### src/rtl/floor_pkg.sv
// floor_pkg: shared slot states, difficulty tiers and LFSR constants for the floor scroller
package floor_pkg;
    typedef logic [0:0] slot_state_t;
    localparam slot_state_t ACTIVE = 1'b0;
    localparam slot_state_t HIDDEN = 1'b1;
    localparam int unsigned TIER_1 = 80;
    localparam int unsigned TIER_2 = 160;
    localparam int unsigned TIER_3 = 240;
    localparam int unsigned TIER_END = 320;
    localparam logic [15:0] LFSR_SEED = 16'hACE1;
    localparam logic [15:0] LFSR_TAPS = 16'hB400;
    function automatic logic [15:0] lfsr_next(input logic [15:0] s);
        return {s[14:0], ^(s & LFSR_TAPS)};
    endfunction
endpackage

### src/rtl/floor_slot.sv
// floor_slot: one platform slot that scrolls, wraps off screen, hides, then respawns
module floor_slot
    import floor_pkg::*;
#(
    parameter int COORD_W = 10,
    parameter int RAND_W = 9,
    parameter int DIR = 0,
    parameter int Y_MIN = 40,
    parameter int Y_MAX = 460,
    parameter int X_MIN = 64,
    parameter int X_INIT = 150,
    parameter int Y_INIT = 160,
    parameter int HIDE_TICKS = 16
) (
    input  logic               clk,
    input  logic               rst_n,
    input  logic               step,
    input  logic               tick,
    input  logic               pause,
    input  logic [RAND_W-1:0]  rand_x,
    output logic [COORD_W-1:0] x,
    output logic [COORD_W-1:0] y,
    output logic               en,
    output logic               wrap
);
    localparam logic [COORD_W-1:0] Y_LO = COORD_W'(Y_MIN);
    localparam logic [COORD_W-1:0] Y_HI = COORD_W'(Y_MAX);
    localparam logic [COORD_W-1:0] Y_EXIT = DIR != 0 ? Y_LO : Y_HI;
    localparam logic [COORD_W-1:0] Y_ENTRY = DIR != 0 ? Y_HI : Y_LO;
    localparam logic [COORD_W-1:0] X_OFF = COORD_W'(X_MIN);
    localparam int HIDE_W = $clog2(HIDE_TICKS + 1);
    slot_state_t state;
    logic [HIDE_W-1:0] hide_cnt;
    logic [COORD_W-1:0] y_mv;
    // one step toward the exit; a slot already at or outside the bounds lands exactly on the exit
    always_comb
        y_mv = (y == Y_EXIT || y < Y_LO || y > Y_HI) ? Y_EXIT : DIR != 0 ? y - 1'b1 : y + 1'b1;
    // slot FSM: scroll while active, count ticks while hidden, respawn at the entry edge
    always_ff @(posedge clk or negedge rst_n)
        if (!rst_n) begin
            state <= ACTIVE;
            x <= COORD_W'(X_INIT);
            y <= COORD_W'(Y_INIT);
            en <= 1'b1;
            wrap <= 1'b0;
            hide_cnt <= '0;
        end else begin
            wrap <= 1'b0;
            if (state == ACTIVE && step) begin
                y <= y_mv;
                if (y_mv == Y_EXIT) begin
                    state <= HIDDEN;
                    en <= 1'b0;
                    hide_cnt <= HIDE_W'(HIDE_TICKS);
                    wrap <= 1'b1;
                end
            end else if (state == HIDDEN && tick && !pause) begin
                if (hide_cnt == HIDE_W'(1)) begin
                    state <= ACTIVE;
                    en <= 1'b1;
                    y <= Y_ENTRY;
                    x <= X_OFF + COORD_W'(rand_x);
                end else begin
                    hide_cnt <= hide_cnt - 1'b1;
                end
            end
        end
endmodule

### src/rtl/floor_scroller.sv
// floor_scroller: N-slot scrolling platform generator with pseudo-random respawn and passed-floor count
module floor_scroller
    import floor_pkg::*;
#(
    parameter int NUM_FLOORS = 4,
    parameter int COORD_W = 10,
    parameter int GAP_W = 9,
    parameter int CNT_W = 8,
    parameter int DIR = 0,
    parameter int Y_MIN = 40,
    parameter int Y_MAX = 460,
    parameter int X_BASE = 150,
    parameter int X_STEP = 150,
    parameter int Y_BASE = 160,
    parameter int Y_STEP = 100,
    parameter int X_MIN = 64,
    parameter int RAND_W = 9,
    parameter int HIDE_TICKS = 16
) (
    input  logic                          clk,
    input  logic                          rst_n,
    input  logic                          tick,
    input  logic                          scroll_en,
    input  logic                          pause,
    input  logic [GAP_W-1:0]              time_gap,
    output logic [NUM_FLOORS*COORD_W-1:0] floor_x,
    output logic [NUM_FLOORS*COORD_W-1:0] floor_y,
    output logic [NUM_FLOORS-1:0]         enable,
    output logic [NUM_FLOORS-1:0]         wrap_pulse,
    output logic [CNT_W-1:0]              passed_cnt
);
    localparam int SUM_W = CNT_W + $clog2(NUM_FLOORS + 1);
    logic [15:0] lfsr;
    logic tier_hit;
    logic step;
    logic [SUM_W-1:0] sum;
    // difficulty tiers: low gaps step every tick, higher tiers only on aligned gap values
    always_comb begin
        tier_hit = (time_gap == '0 || 32'(time_gap) >= TIER_END) ? 1'b0 :
                   32'(time_gap) < TIER_1 ? 1'b1 :
                   32'(time_gap) < TIER_2 ? ~time_gap[0] :
                   32'(time_gap) < TIER_3 ? ~|time_gap[1:0] : ~|time_gap[2:0];
        step = tick & scroll_en & ~pause & tier_hit;
    end
    // running total plus the slots that wrapped this cycle, wide enough to detect overflow
    always_comb begin
        sum = SUM_W'(passed_cnt);
        for (int k = 0; k < NUM_FLOORS; k++) sum = sum + SUM_W'(wrap_pulse[k]);
    end
    // LFSR free-runs every clock, so respawn x keeps varying even while paused
    always_ff @(posedge clk or negedge rst_n)
        if (!rst_n) lfsr <= LFSR_SEED;
        else lfsr <= lfsr_next(lfsr);
    // passed-floor counter saturates at all-ones
    always_ff @(posedge clk or negedge rst_n)
        if (!rst_n) passed_cnt <= '0;
        else passed_cnt <= sum > SUM_W'({CNT_W{1'b1}}) ? '1 : sum[CNT_W-1:0];
    for (genvar i = 0; i < NUM_FLOORS; i++) begin : g_slot
        floor_slot #(
            .COORD_W(COORD_W), .RAND_W(RAND_W), .DIR(DIR), .Y_MIN(Y_MIN), .Y_MAX(Y_MAX),
            .X_MIN(X_MIN), .X_INIT(X_BASE + i * X_STEP), .Y_INIT(Y_BASE + i * Y_STEP),
            .HIDE_TICKS(HIDE_TICKS)
        ) u_slot (
            .clk(clk),
            .rst_n(rst_n),
            .step(step),
            .tick(tick),
            .pause(pause),
            .rand_x(RAND_W'({lfsr, lfsr} >> (16 - i))),
            .x(floor_x[i*COORD_W +: COORD_W]),
            .y(floor_y[i*COORD_W +: COORD_W]),
            .en(enable[i]),
            .wrap(wrap_pulse[i])
        );
    end
endmodule
### config.mk
export PLATFORM = sky130hd
export DESIGN_NAME = floor_scroller
export DESIGN_NICKNAME = d
export VERILOG_FILES = /design/src/rtl/floor_pkg.sv /design/src/rtl/floor_slot.sv /design/src/rtl/floor_scroller.sv
export SDC_FILE = /design/constraint.sdc
export NUM_CORES = 1
export LEC_CHECK = 0
export ABC_CLOCK_PERIOD_IN_PS = 5340
export CORE_MARGIN = 5
export CORE_UTILIZATION = 40
export DETAILED_ROUTE_END_ITERATION = 10
export PLACE_DENSITY_LB_ADDON = 0.15
export REMOVE_ABC_BUFFERS = 1
export SETUP_SLACK_MARGIN = 0.1
export SYNTH_ARGS = -nofsm -noshare
export SYNTH_HDL_FRONTEND = slang
export SYNTH_SLANG_ARGS = --single-unit
### constraint.sdc
create_clock -name clk -period 5.34 [get_ports clk]
set_clock_uncertainty 0.05 [all_clocks]
set_input_delay 0.801 -clock clk [delete_from_list [all_inputs] [get_ports clk]]
set_output_delay 0.801 -clock clk [all_outputs]
set_load 0.005 [all_outputs]
==> flow_summary.toml, run 1 <==
[outcome]
outcome = "finished, final reports clean"

[detailed_routing]
drc_errors = 0
num_vias = 5593
ant_nets = 0
vias_per_cell = 5.40
routedWlPerCell_um = 16.2
drt_wl_total_um = 16700
first_pass_iters = 5
drt-initial-drc-count = 425

[critical_path]
crit_family = "simple AND/OR/NAND/NOR gates"
critPathCaptureType = "flip-flop"
critical_path.startpoint = "time_gap[7]"
r2r_end = "g_slot[1].u_slot.y[4]"
r2r_cells = 7
crit_end = "g_slot[0].u_slot.y[4]"
critical_path_class = "input port to flip-flop"
crit_path_max_fanout = 16
crit_slowest_cell = "or4_1"
reg2reg_from = "g_slot[1].u_slot.hide_cnt[1]"
cp.depth = 7
r2r_setup_slack_ns = 2.74
cpMostUsedCell = "or4_1"
crit_path_start_kind = "input port"
cp.required_ns = 5.63
timing.critical_path.buf_inv = 1
slowest_delay_ns = 0.81
crit_arrival_ns = 3.40
path_cells = "clkdlybuf4s50_1 > a311oi_1 > o21ai_1 > and3_1 > or4_1 > or4_1 > o211ai_2"

[clock_tree]
clk_path_buf_depth = 2
ctsHtreeMaxLevel = 4
path_clk_slew_ns = 0.06
numClockSinks = 136
holdBufCountCts = 0
clockRootBuffer = "clkbuf_16"
post_cts_buffers = 0
insertion_delay_ns = 0.42
cts.repair.resized = 0
cts_inserted_buffers = 17
cts_tree = "built"

[floorplanning]
initial_core_util = 0.408
die_height_um = 140
pin_count = 110
die_area_um2 = 19700
num_rows = 47
die_w_um = 140
coreArea_um2 = 16600

[yosys]
synth.distinct_cells = 63
synth-seq-area-share = 0.508
yosysWarnings = 0
syn_avg_cell_area_um2 = 9.57
synth_edf_count = 0
synthFlopType = "dfrtp_1"
synth_area_um2 = 6790
yosysTopAreaCellShare = 0.350
synth_area_leader_cell = "dfrtp_1"
syn_inst = 710
ys_seq_elements = 136
synthArstFlopShare = 1.00
synth_area_leaders = "dfrtp_1, dfstp_2, nand2_1"

[timing]
fin_crit_sh = 0.584
fin_setup_tns_ns = 0
max_freq_ghz = 0.321
slew_headroom = 0.334
holdWs_ns = 0.326
setup_viol = 0
hold_viol_final = 0
final.min_clock_period_ns = 3.12
worst_pin_slew_ns = 0.991
maxSlewViolCount = 0
rsz0062_at_grt = "false"

[finish]
final_util = 0.521
finalNonFillerCells = 1036
regArea_um2 = 3450
layout.nets = 841
area_delta_synth_final_pct = 27.6
multi_input_area_um2 = 3050
nFillCells = 1488
drive_gt1_frac = 0.116
diodes = 0

[place]
gp_congestion = 0.859
dp_hpwl_um = 11600
port_buffers = 109
dp.cells = 1004

[grt]
use_met1 = 0.228
grt.overflow.total = 0
grt_pass1_wl_um = 27800
antenna_found_initial = 0
grt_pass1_vias = 5417
grt_max_degree = 81
grt_use_met2 = 0.271
gr-max-usage-layer = "met2"
grt_use_total = 0.172
met3_usage = 0.0559

[job]
max_cap_viol_count = 0

[pwr]
ir_drop_mv = 0.270
power.leakage_nw = 3.74
p_per_area_nw_per_um2 = 450

[min_path]
hold_class = "flip-flop to flip-flop"
## per-layer routing
metal	up-vias	share of wire
li1	2693	-
met1	2744	0.46
met2	135	0.47
met3	21	0.060
met4	0	0.014
met5	-	0
## flip-flops by register name, indices dropped and copies added (netlist names)
name	count
g_slot.u_slot.en	4
g_slot.u_slot.hide_cnt	20
g_slot.u_slot.state	4
g_slot.u_slot.wrap	4
g_slot.u_slot.x	40
g_slot.u_slot.y	40
lfsr	16
passed_cnt	8
## final cells by class
type	count	share of cell area
Inverter	29	0.0126
Tap cell	220	0.0318
Clock inverter	13	0.0250
Timing Repair Buffer	113	0.130
Sequential cell	136	0.399
Multi-Input combinational cell	506	0.351
Clock buffer	19	0.0511
## cells in the mapped netlist, drive strengths merged (3+ instances only)
master / n
a31oi: 14
mux2i: 5
xnor2: 12
o21a: 8
o22ai: 7
nand4: 4
nor3: 19
nor2b: 5
inv: 29
xor2: 7
and3: 13
o31a: 5
dfrtp: 95
and2: 4
fa: 3
a311oi: 7
nor2: 36
or3: 6
nand3b: 7
ha: 21
nand2b: 7
a41oi: 3
clkbuf: 29
a211o: 4
nand3: 40
or4: 6
buf: 10
dfstp: 41
mux2: 8
nand4b: 3
o21ai: 43
a21oi: 26
nand2: 134
or2: 3
nor4: 9
o31ai: 3
a21o: 4
nor4b: 7
## metrics by stage
| stage | total power, mW | cell area, um^2 | setup WS (ns) |
|---|---|---|---|
| 5_1_grt | 4.15 | 8670 | 2.10 |
| 4_1_cts | 3.94 | 8670 | 2.24 |
| 2_1_floorplan | 2.12 | 6610 | 2.44 |
| 6_report | 3.90 | 8670 | 2.22 |
| 3_3_place_gp | 2.59 | 8010 | 1.86 |
| 3_5_place_dp | 2.61 | 8010 | 1.80 |
## logic make-up after synthesis
| kind of cell | Yosys count | share of synthesized area |
|---|---|---|
| AND/OR/NAND/NOR | 308 | 0.221 |
| flip-flops | 136 | 0.508 |
| multiplexers | 13 | 0.0206 |
| buffers and inverters | 68 | 0.0433 |
| adder cells (fa/ha/maj) | 24 | 0.0475 |
| AO/OA/AOI/OAI | 142 | 0.135 |
| XOR/XNOR | 19 | 0.0245 |
## how the worst min path moves through the flow
stage / cells past startpoint / startpoint / endpoint / slack [ns]
after floorplan: 0 / lfsr[9] / lfsr[10] / 0.28
after global placement: 0 / lfsr[10] / lfsr[11] / 0.31
after detailed placement: 0 / lfsr[10] / lfsr[11] / 0.31
after CTS: 0 / lfsr[10] / lfsr[11] / 0.33
after global routing: 0 / lfsr[10] / lfsr[11] / 0.34
final: 0 / lfsr[10] / lfsr[11] / 0.33
## cells in the final DEF (no fill, tap or decap), drive strengths merged, types with 6 or more instances in the layout
cell type	count
nor4	9
nor4b	7
nand2	134
and3	13
or3	6
dfstp	41
xnor2	12
nor2	36
nand3	40
nand2b	7
o22ai	7
xor2	7
clkbuf	19
clkdlybuf4s50	108
ha	21
a311oi	7
nand3b	7
a31oi	14
or4	6
o21a	8
inv	33
a21oi	26
mux2	8
nor3	19
o21ai	43
dfrtp	95
## where the power goes
group	internal (mW)	total (mW)	switching (mW)
Clock	0.848	1.30	0.453
Sequential	1.28	1.58	0.302
Combinational	0.538	1.02	0.481
Total	2.66	3.90	1.24
(Power assumes the default switching activity.)
==> run 2: changes to the inputs <==
Settings changed: ABC_CLOCK_PERIOD_IN_PS 5340 to 2900.
Clock period 5.34 ns to 2.9 ns, I/O delays scaled along.
==> flow_summary.toml, run 2 (synthesis results as in run 1) <==
[timing]
worst_pin_slew_ns = 0.690
holdWs_ns = -0.0257
final.min_clock_period_ns = 2.44
max_freq_ghz = 0.410
rsz0062_at_grt = "false"
hold_viol_final = 10
fin_crit_sh = 0.841
fin_setup_tns_ns = 0
fin_ws_ns = 0.462
maxSlewViolCount = 0
slew_headroom = 0.540
setup_viol = 0

[critical_path]
timing.critical_path.buf_inv = 1
critPathCaptureType = "flip-flop"
crit_family = "simple AND/OR/NAND/NOR gates"
critical_path_class = "input port to flip-flop"
path_cells = "clkdlybuf4s50_1 > a311oi_1 > o21ai_1 > and3_1 > or4_1 > or4_1 > o211ai_2"
crit_slowest_cell = "or4_1"
crit_path_start_kind = "input port"
slowest_delay_ns = 0.59
cp.required_ns = 3.19
cpMostUsedCell = "or4_1"
crit_arrival_ns = 2.73
crit_path_max_fanout = 5

[floorplanning]
pin_count = 110
die_area_um2 = 19700
initial_core_util = 0.408
die_w_um = 140
die_height_um = 140
num_rows = 47
coreArea_um2 = 16600

[detailed_routing]
first_pass_iters = 5
vias_per_cell = 5.35
routedWlPerCell_um = 16.3
drt_wl_total_um = 17200
num_vias = 5649
drc_errors = 0
ant_nets = 0
drt-initial-drc-count = 329

[grt]
grt.overflow.total = 0
grt_use_total = 0.181
grt_pass1_wl_um = 29200
grt_max_degree = 74
grt_pass1_vias = 5755
antenna_found_initial = 0

[clock_tree]
clk_path_buf_depth = 2
cts_tree = "built"
post_cts_buffers = 0
clockRootBuffer = "clkbuf_16"
holdBufCountCts = 0
numClockSinks = 136
ctsHtreeMaxLevel = 4
cts.repair.resized = 0
insertion_delay_ns = 0.42
path_clk_slew_ns = 0.06
cts_inserted_buffers = 17

[pwr]
ir_drop_mv = 0.473
internal-power_mw = 4.76
pwr-share-clk = 0.314
combPwrFrac = 0.272
p_sw_mw = 2.33
seqPwrFrac = 0.414
swShare = 0.328
power.leakage_nw = 3.81
p_per_area_nw_per_um2 = 807
power_mw = 7.08

[finish]
nFillCells = 1434
area_delta_synth_final_pct = 29.2
finalNonFillerCells = 1055
drive_gt1_frac = 0.138
reg.largest.list = "g_slot.u_slot.x: 40 flops, g_slot.u_slot.y: 40 flops, g_slot.u_slot.hide_cnt: 20 flops"
layout.nets = 860
fin_area_um2 = 8780
layout_commonest_cell = "nand2_1"
diodes = 0
most-common-layout-cells = "nand2_1, clkdlybuf4s50_1, dfrtp_1"

[place]
port_buffers = 109
dp.cells = 1023
dpl-instance-area_um2 = 8160
gp_congestion = 0.863
dp_slack_ns = 0.0427
dp_hpwl_um = 12100

[min_path]
hold_class = "input port to async pin"

[outcome]
violations = "negative hold slack"
outcome = "finished, violations left"

[job]
max_cap_viol_count = 0
-- run 2: changes by cell type in the layout (fill, tap and decap cells not counted), sizes merged --
| cell | change |
|---|---|
| inv | -3 |
| clkinv | +5 |
| bufinv | -2 |
| clkinvlp | +1 |
| buf | +19 |
| clkbuf | -1 |
-- run 2: routing by layer --
metal / wire length [um] / GRT usage / vias up
li1: - / - / 2733
met1: 7840 / 0.237 / 2757
met2: 8250 / 0.290 / 138
met3: 881 / 0.0511 / 21
met4: 240 / 0.0576 / 0
met5: 0 / 0 / -
-- run 2: area by class of cell --
type	count	area, um^2	share of cell area
clock buffers	18	439	0.0500
clock inverters	14	175	0.0200
inverters	29	109	0.0124
multi-input cells	506	3050	0.347
flip-flops and latches	136	3450	0.394
well taps	220	275	0.0314
repair buffers	132	1280	0.146
-- run 2: worst paths after layout --
| path | startpoint | end | slack (ns) | cells after the start |
|---|---|---|---|---|
| worst max-delay path | time_gap[7] | g_slot[0].u_slot.y[4] | 0.46 | 7 |
| worst min-delay path | rst_n | g_slot[2].u_slot.y[9] | -0.03 | 1 |
| worst max register to register | g_slot[3].u_slot.y[1] | g_slot[3].u_slot.hide_cnt[4] | 0.47 | 7 |
| worst min register to register | lfsr[9] | lfsr[10] | 0.31 | 0 |
| max in group asynchronous | rst_n | g_slot[1].u_slot.x[5] | 1.94 | 2 |
| min in group clk | lfsr[9] | lfsr[10] | 0.31 | 0 |
-- run 2: metrics by stage --
stage | hold WS (ns) | util
final | -0.0257 | 0.527
after global routing | 0.0341 | 0.527
after CTS | 0.00544 | 0.527
after detailed placement | 0.307 | 0.490
after global placement | 0.291 | 0.490
after floorplan | 0.0894 | -
-- run 2: power by group through the flow --
stage,registers [mW],logic [mW],clock network [mW]
finish,2.93,1.92,2.23
global route,3.02,2.18,2.36
CTS,2.93,1.94,2.27
detailed placement,2.95,1.93,0
global placement,2.92,1.88,0
floorplan,2.82,1.09,0
==> run 3: changes to the inputs <==
Settings changed: ABC_CLOCK_PERIOD_IN_PS 2900 to 2100.
Clock period 2.9 ns to 2.1 ns, I/O delays scaled along.
==> flow_summary.toml, run 3 (synthesis results as in run 1) <==
[outcome]
outcome = "finished, violations left"
violations = "negative setup slack"

[critical_path]
crit_path_max_fanout = 3
cp.required_ns = 2.35
crit_arrival_ns = 2.45
critPathCaptureType = "flip-flop"
crit_path_start_kind = "flip-flop"
critical_path.startpoint = "g_slot[3].u_slot.wrap"
reg2reg_from = "g_slot[3].u_slot.wrap"
r2r_cells = 9
path_cells = "fa_1 > inv_2 > fa_2 > inv_2 > fa_2 > buf_6 > buf_4 > xnor2_2 > nand2_1"
critical_path_class = "flip-flop to flip-flop"
slowest_delay_ns = 0.50
crit_slowest_cell = "fa_1"

[finish]
fin_area_um2 = 9990
final_util = 0.600
layout_commonest_cell = "nand2_1"
reg.largest.list = "g_slot.u_slot.x: 40 flops, g_slot.u_slot.y: 40 flops, g_slot.u_slot.hide_cnt: 20 flops"
area_delta_synth_final_pct = 47.1
nFillCells = 1360
layout.nets = 940
diodes = 0
most-common-layout-cells = "nand2_1, clkdlybuf4s50_1, dfrtp_1"
drive_gt1_frac = 0.295

[pwr]
ir_drop_mv = 0.620
power.leakage_nw = 4.40
power_mw = 11.1
p_per_area_nw_per_um2 = 1120

[floorplanning]
num_rows = 47
die_area_um2 = 19700
die_height_um = 140
initial_core_util = 0.408
coreArea_um2 = 16600
die_w_um = 140
pin_count = 110

[clock_tree]
numClockSinks = 136
ctsHtreeMaxLevel = 4
cts_inserted_buffers = 17
path_clk_slew_ns = 0.06
clockRootBuffer = "clkbuf_16"
clk_path_buf_depth = 2
insertion_delay_ns = 0.41
cts_tree = "built"

[timing]
setup_viol = 7
fin_ws_ns = -0.0947
final.min_clock_period_ns = 2.19
hold_viol_final = 0
rsz0062_at_grt = "true"
slew_headroom = 0.641
fin_crit_sh = 1.05
maxSlewViolCount = 0
max_freq_ghz = 0.456
fin_setup_tns_ns = -0.333
worst_pin_slew_ns = 0.534

[detailed_routing]
num_vias = 6061
drc_errors = 0
routedWlPerCell_um = 16.4
ant_nets = 0
first_pass_iters = 5
vias_per_cell = 5.34
drt-initial-drc-count = 327
drt_wl_total_um = 18700

[place]
dp_slack_ns = -0.609
gp_congestion = 0.845
port_buffers = 109
dpl-instance-area_um2 = 8630
dp_hpwl_um = 12700

[grt]
grt_pass1_wl_um = 30300
grt_pass1_vias = 6109
grt_max_degree = 55
grt.overflow.total = 0
antenna_found_initial = 0
grt_use_total = 0.186

[min_path]
hp-start = "lfsr[9]"
hold_class = "flip-flop to flip-flop"
holdPathStages = 0

[job]
max_cap_viol_count = 0
-- run 3: area by class of cell --
cell class / instances / area [um^2] / share of cell area
clock buffers: 19 / 443 / 0.0443
clock inverters: 13 / 215 / 0.0215
inverters: 29 / 109 / 0.0109
multi-input cells: 506 / 3490 / 0.350
flip-flops and latches: 136 / 3460 / 0.346
well taps: 220 / 275 / 0.0276
repair buffers: 212 / 2000 / 0.200
-- run 3: metrics by stage --
step                instances  hold slack [ns]
floorplan                 671          -0.0306
global placement         1079            0.268
detailed placement       1079            0.271
CTS                      1117            0.315
global route             1135            0.325
finish                   1135            0.311
-- run 3: repair_timing --
action	4_1_cts	5_1_grt
setup endpoints to repair	73	66
hold endpoints to repair	31	0
hold buffers	1	0
pin swaps	13	32
buffers inserted	6	17
gates cloned	0	1
resized for setup	46	87
-- run 3: final timing paths --
kind / slack, ns / endpoint
worst max-delay path: -0.09 / passed_cnt[2]
worst min-delay path: 0.31 / lfsr[10]
worst max register to register: -0.09 / passed_cnt[2]
worst min register to register: 0.31 / lfsr[10]
max in group asynchronous: 0.93 / g_slot[3].u_slot.x[6]
min in group asynchronous: 0.38 / g_slot[2].u_slot.y[9]
-- run 3: metal layers --
| metal | vias to the layer above | part of all wire | global-route usage | routed length, um |
|---|---|---|---|---|
| li1 | 2885 | - | - | - |
| met1 | 3002 | 0.44 | 0.239 | 8270 |
| met2 | 142 | 0.49 | 0.303 | 9160 |
| met3 | 32 | 0.043 | 0.0470 | 810 |
| met4 | 0 | 0.023 | 0.0694 | 423 |
| met5 | - | 0 | 0 | 0 |
-- run 3: worst max-delay path, delay by kind of cell, from the launching register on --
kind	cells	cell delay, ns
buf+inv	4	0.37
fa+ha+maj	3	1.05
flops	1	0.40
xor+xnor	1	0.14
simple gates	1	0.07
-- run 3: where the power goes --
| part | internal (mW) | total [mW] | switching [mW] |
|---|---|---|---|
| Combinational | 2.08 | 3.86 | 1.78 |
| Sequential | 3.25 | 3.95 | 0.694 |
| Clock | 2.16 | 3.34 | 1.18 |
| Total | 7.49 | 11.1 | 3.66 |
